==> config.mk <==
export PLATFORM = sky130hd
export DESIGN_NAME = adc_pll_seq
export DESIGN_NICKNAME = d
export VERILOG_FILES = /design/src/rtl/adc_pll_seq.sv
export SDC_FILE = /design/constraint.sdc
export NUM_CORES = 1
export LEC_CHECK = 0
export CAP_MARGIN = 20
export CORE_AREA = 2 2 100 102
export DETAILED_ROUTE_END_ITERATION = 10
export DIE_AREA = 0 0 102 104
export GPL_TIMING_DRIVEN = 1
export PLACE_DENSITY_LB_ADDON = 0.1
export SYNTH_ARGS = -nofsm -noshare
export SYNTH_HDL_FRONTEND = slang
export SYNTH_SLANG_ARGS = --single-unit
==> constraint.sdc <==
create_clock -name clk -period 3.38 [get_ports clk]
set_clock_uncertainty 0.2 [all_clocks]
set_input_delay 0.676 -clock clk [delete_from_list [all_inputs] [get_ports clk]]
set_output_delay 0.676 -clock clk [all_outputs]
set_load 0.005 [all_outputs]
==> src/rtl/adc_pll_seq.sv <==
// adc_pll_seq: power-up / lock sequencer for the 24 MHz -> 16 MHz ADC clock PLL.
// Walks the PLL out of standby and reset, qualifies a synchronised extlock,
// retries on lock timeout and only then releases the ADC-domain reset.
// clr_fail is a one-cycle pulse; en is a level request. There is no
// valid/ready handshake on this block.
module adc_pll_seq #(
  parameter int unsigned RST_CYC     = 16,
  parameter int unsigned LOCK_STABLE = 64,
  parameter int unsigned LOCK_TMO    = 4096,
  parameter int unsigned MAX_RETRY   = 3
) (
  input  logic       clk,
  input  logic       rst_n,
  input  logic       en,
  input  logic       clr_fail,
  input  logic       pll_extlock,
  output logic       pll_reset,
  output logic       pll_stdby,
  output logic       pll_rdy,
  output logic       adc_rst_n,
  output logic       fail,
  output logic       lock_lost,
  output logic [3:0] retry_cnt
);

  localparam logic [2:0] ST_OFF      = 3'd0;
  localparam logic [2:0] ST_WAKE     = 3'd1;
  localparam logic [2:0] ST_LOCKWAIT = 3'd2;
  localparam logic [2:0] ST_RUN      = 3'd3;
  localparam logic [2:0] ST_FAIL     = 3'd4;

  // Terminal counts: a phase ends on the edge where its counter holds N-1.
  localparam logic [15:0] RST_LAST  = 16'(RST_CYC - 1);
  localparam logic [15:0] STAB_LAST = 16'(LOCK_STABLE - 1);
  localparam logic [15:0] TMO_LAST  = 16'(LOCK_TMO - 1);
  localparam logic [3:0]  RETRY_MAX = 4'(MAX_RETRY);

  logic        meta_q, lock_s_q;
  logic [2:0]  state_q, state_d;
  logic [15:0] cnt_q, cnt_d;
  logic [15:0] tmo_q, tmo_d;
  logic [15:0] stab_q, stab_d;
  logic [3:0]  retry_q, retry_d;
  logic        lock_lost_q, lock_lost_d;
  logic        lock_drop;
  logic        pll_reset_q, pll_stdby_q, pll_rdy_q, adc_rst_n_q, fail_q;
  logic        pll_reset_d, pll_stdby_d, pll_rdy_d, adc_rst_n_d, fail_d;

  // Counters stick at all-ones instead of wrapping back to zero.
  function automatic logic [15:0] sat_inc(input logic [15:0] v);
    return (v == 16'hFFFF) ? v : v + 16'd1;
  endfunction

  // Two-flop synchroniser for the asynchronous PLL extlock pin.
  always_ff @(posedge clk or negedge rst_n) begin
    if (!rst_n) begin
      meta_q   <= 1'b0;
      lock_s_q <= 1'b0;
    end else begin
      meta_q   <= pll_extlock;
      lock_s_q <= meta_q;
    end
  end

  // Sequencer next state: FAIL only leaves on clr_fail, otherwise en=0 wins.
  always_comb begin
    state_d   = state_q;
    cnt_d     = cnt_q;
    tmo_d     = tmo_q;
    stab_d    = stab_q;
    retry_d   = retry_q;
    lock_drop = 1'b0;
    if (state_q == ST_FAIL) begin
      if (clr_fail) begin
        state_d = ST_OFF;
        retry_d = '0;
      end
    end else if (!en) begin
      state_d = ST_OFF;
      retry_d = '0;
      cnt_d   = '0;
      tmo_d   = '0;
      stab_d  = '0;
    end else begin
      case (state_q)
        ST_OFF: begin
          state_d = ST_WAKE;
          cnt_d   = '0;
        end
        ST_WAKE: begin
          if (cnt_q >= RST_LAST) begin
            state_d = ST_LOCKWAIT;
            tmo_d   = '0;
            stab_d  = '0;
          end else begin
            cnt_d = sat_inc(cnt_q);
          end
        end
        ST_LOCKWAIT: begin
          tmo_d  = sat_inc(tmo_q);
          stab_d = lock_s_q ? sat_inc(stab_q) : '0;
          // Lock completion is checked first so it wins a tie with the timeout.
          if (lock_s_q && (stab_q >= STAB_LAST)) begin
            state_d = ST_RUN;
          end else if (tmo_q >= TMO_LAST) begin
            if (retry_q < RETRY_MAX) begin
              retry_d = retry_q + 4'd1;
              state_d = ST_WAKE;
              cnt_d   = '0;
            end else begin
              state_d = ST_FAIL;
            end
          end
        end
        ST_RUN: begin
          if (!lock_s_q) begin
            state_d   = ST_WAKE;
            cnt_d     = '0;
            retry_d   = '0;
            lock_drop = 1'b1;
          end
        end
        default: state_d = ST_OFF;
      endcase
    end
  end

  // Sticky lock-lost flag; a fresh drop beats a simultaneous clear.
  always_comb begin
    lock_lost_d = lock_lost_q;
    if (lock_drop) begin
      lock_lost_d = 1'b1;
    end else if (clr_fail) begin
      lock_lost_d = 1'b0;
    end
  end

  // Pin decode of the next state, registered so pins move with the state.
  always_comb begin
    pll_stdby_d = 1'b0;
    pll_reset_d = 1'b0;
    pll_rdy_d   = 1'b0;
    adc_rst_n_d = 1'b0;
    fail_d      = 1'b0;
    case (state_d)
      ST_OFF: begin
        pll_stdby_d = 1'b1;
        pll_reset_d = 1'b1;
      end
      ST_WAKE: pll_reset_d = 1'b1;
      ST_RUN: begin
        pll_rdy_d   = 1'b1;
        adc_rst_n_d = 1'b1;
      end
      ST_FAIL: begin
        pll_stdby_d = 1'b1;
        pll_reset_d = 1'b1;
        fail_d      = 1'b1;
      end
      default: ;
    endcase
  end

  // State, counters, flags and output pins.
  always_ff @(posedge clk or negedge rst_n) begin
    if (!rst_n) begin
      state_q     <= ST_OFF;
      cnt_q       <= '0;
      tmo_q       <= '0;
      stab_q      <= '0;
      retry_q     <= '0;
      lock_lost_q <= 1'b0;
      pll_stdby_q <= 1'b1;
      pll_reset_q <= 1'b1;
      pll_rdy_q   <= 1'b0;
      adc_rst_n_q <= 1'b0;
      fail_q      <= 1'b0;
    end else begin
      state_q     <= state_d;
      cnt_q       <= cnt_d;
      tmo_q       <= tmo_d;
      stab_q      <= stab_d;
      retry_q     <= retry_d;
      lock_lost_q <= lock_lost_d;
      pll_stdby_q <= pll_stdby_d;
      pll_reset_q <= pll_reset_d;
      pll_rdy_q   <= pll_rdy_d;
      adc_rst_n_q <= adc_rst_n_d;
      fail_q      <= fail_d;
    end
  end

  assign pll_stdby = pll_stdby_q;
  assign pll_reset = pll_reset_q;
  assign pll_rdy   = pll_rdy_q;
  assign adc_rst_n = adc_rst_n_q;
  assign fail      = fail_q;
  assign lock_lost = lock_lost_q;
  assign retry_cnt = retry_q;

endmodule

==> flow_summary.yaml <==
outcome:
  status: "finished, final reports clean"
clocking:
  clock_sinks: 62
  clk_latency_ps: 340
  clockBufferDepth: 2
  cts_tree: "built"
  htreeDepth: 3
  cts_resized: 0
  cts_made_buffers: 9
  cts_setup_buffers: 0
  clk_pin_slew_ps: 70
  hold_buffers: 0
  ctsRootBufferMaster: "clkbuf_8"
timing:
  slew_headroom: 0.519
  fmax_mhz: 351
  tns_ps: 0
  min_period_ps: 2850
  rsz0062_at_grt: "no"
  period_share: 0.843
  setup-violations-final: 0
  slew_violations: 0
  hold_ws_ps: 149
  tightest_slew_ps: 718
  finalHoldViolations: 0
grt:
  antenna_found_initial: 0
  grtUsageTotal: 0.151
  grt_max_degree: 34
  gr-total-overflow: 0
  grt_pass1_wl_mm: 12.7
  grt_pass1_vias: 2486
die:
  die_w_um: 102
  io_pins: 15
  die-area_sq_um: 10600
  rows: 36
  die_h_um: 104
  core-area_sq_um: 9550
  initial_core_util: 0.343
routing:
  vias: 2746
  via_per_inst: 5.36
  drcViolationCount: 0
  firstDrtPassIters: 4
  ant_nets: 0
  drtIter0Drc: 136
  routed_wl_mm: 7.51
  post_drt_wl_per_cell_um: 14.7
yosys:
  ys.flop_type: "dfrtp_1"
  ys_ff_latch: 62
  synth_edf_count: 0
  syn-instance-count: 353
  seq_area_frac_synth: 0.474
  synth_fp_nets: 362
  synth.distinct_cells: 55
  synthArstFlopShare: 1.00
  avgSynthCellArea_sq_um: 9.28
  synth_area_sq_um: 3280
  ys_warn_count: 0
power:
  ir_worst_vdd_mv: 0.176
  power_density_nw_per_um2: 433
  p_leak_nw: 1.64
setup_path:
  endpoint_kind: "flip-flop"
  critPathMaxFanout: 15
  critical_path_required_ps: 3410
  critPathLaunch: "en"
  rrSetupSlack_ps: 590
  critical_path_class: "input pin to flip-flop"
  timing.rr.start: "tmo_q[6]$_DFFE_PN0P_"
  arrival_ps: 2880
  startpoint_type: "input pin"
final_layout:
  drive_gt1_frac: 0.129
  multi_input_area_sq_um: 1590
  fin_nets: 383
  area_delta_synth_final_pct: 17.3
  seq_area_sq_um: 1550
  fillers: 968
  antennaDiodeCount: 0
placement:
  routabilityCongestion: 0.780
  hpwl_mm: 5.15
  portBuffers: 14
job:
  drv_cap: 0
worst_hold_path:
  hp-start: "meta_q$_DFF_PN0_"
  hold_path.class: "flip-flop to flip-flop"
==> routing by layer <==
metal  vias to the layer above  global-route usage  wire (um)
met3                         4              0.0302        246
met4                         0              0.0600         60
met5                         -                   0          0
met1                      1339               0.225       3790
met2                        51               0.211       3410
li1                       1352                   -          -
==> worst paths after layout <==
kind / endpoint / cells past startpoint
worst min-delay path: lock_s_q$_DFF_PN0_ / 0
max in group asynchronous: tmo_q[15]$_DFFE_PN0P_ / 2
worst max register to register: cnt_q[11]$_DFFE_PN0P_ / 7
worst min register to register: lock_s_q$_DFF_PN0_ / 0
min in group asynchronous: retry_cnt[3]$_DFFE_PN0P_ / 1
worst max-delay path: cnt_q[11]$_DFFE_PN0P_ / 8
==> sequential cells by signal (all words and copies together), names as in the netlist <==
| name | flops |
|---|---|
| meta_q | 1 |
| tmo_q | 16 |
| adc_rst_n | 1 |
| stab_q | 16 |
| fail | 1 |
| pll_stdby | 1 |
| retry_cnt | 4 |
| state_q | 3 |
| pll_reset | 1 |
| lock_s_q | 1 |
| cnt_q | 16 |
| lock_lost | 1 |
==> worst max-delay path: stages <==
cell and delay (ps):
clkdlybuf4s50_1 550, nand2b_1 240, or2_2 240, o221a_2 220
nor3b_4 490, and2_1 260, buf_4 160, nor2_1 50
==> synthesized netlist by cell type (all sizes together) (5+ instances only) <==
| library cell | count | area [sq um] |
|---|---|---|
| a21oi | 33 | 165 |
| a31oi | 23 | 144 |
| a41oi | 5 | 51.3 |
| and2 | 5 | 31.3 |
| and3 | 13 | 81.3 |
| clkbuf | 14 | 52.6 |
| dfrtp | 60 | 1500 |
| inv | 11 | 41.3 |
| nand2 | 29 | 109 |
| nand2b | 5 | 31.3 |
| nand3 | 15 | 75.1 |
| nand4 | 8 | 56.3 |
| nor2 | 26 | 100 |
| nor2b | 7 | 43.8 |
| nor4 | 8 | 50.1 |
| o21ai | 28 | 140 |
| o31ai | 5 | 37.5 |
==> stage by stage <==
step	setup WS [ps]	cells	total power (W)	util	area [sq um]
2_1_floorplan	1030	353	0.000824	-	3280
3_3_place_gp	273	496	0.000885	0.378	3610
3_5_place_dp	209	496	0.000886	0.378	3610
4_1_cts	570	512	0.00169	0.403	3840
5_1_grt	320	512	0.00173	0.403	3840
6_report	530	512	0.00166	0.403	3840
==> cells by family (layout without fill, tap and decap cells) <==
| kind of cell | Yosys count | after routing | share of synthesized area |
|---|---|---|---|
| and+or+nand+nor | 137 | 137 | 0.232 |
| DFF | 62 | 62 | 0.474 |
| adders and majority gates | 4 | 4 | 0.0153 |
| muxes | 4 | 4 | 0.0137 |
| buffers and inverters | 29 | 55 | 0.0393 |
| AOI/OAI and AO/OA | 116 | 116 | 0.222 |
| xor gates and xnor gates | 1 | 1 | 0.00267 |
==> final cells by class <==
type                       instances  share of cell area
tap                              133              0.0433
sequential                        62               0.404
timing repair buffer              28              0.0658
inverter                          11              0.0107
multi-input combinational        262               0.414
clock inverter                     7              0.0293
clock buffer                       9              0.0322
==> cell usage in the layout, fill, tap and decap left out, drive strengths merged, types with 3 or more instances in the layout <==
cell,synthesis,layout
a21oi,33,33
nand2b,5,5
nor3b,3,3
ha,4,4
dfrtp,60,60
clkbuf,14,9
a22o,3,3
nor3,4,4
and4,3,3
and2,5,5
nor4,8,8
a41oi,5,5
nor2b,7,7
nand3,15,15
buf,4,15
nand4,8,8
o21ai,28,28
or3,3,3
mux2,4,4
o31ai,5,5
nor2,26,26
clkdlybuf4s50,0,13
bufinv,0,3
and3,13,13
a31oi,23,23
inv,11,11
nand3b,3,3
o21a,4,4
clkinv,0,3
nand2,29,29
a21o,4,4
==> where the power goes <==
group / internal [W] / switching (W)
Sequential: 0.000754 / 0.0000137
Combinational: 0.0000455 / 0.0000558
Clock: 0.000486 / 0.000310
Total: 0.00129 / 0.000379
Note: power is estimated with default switching activity, not from simulation.
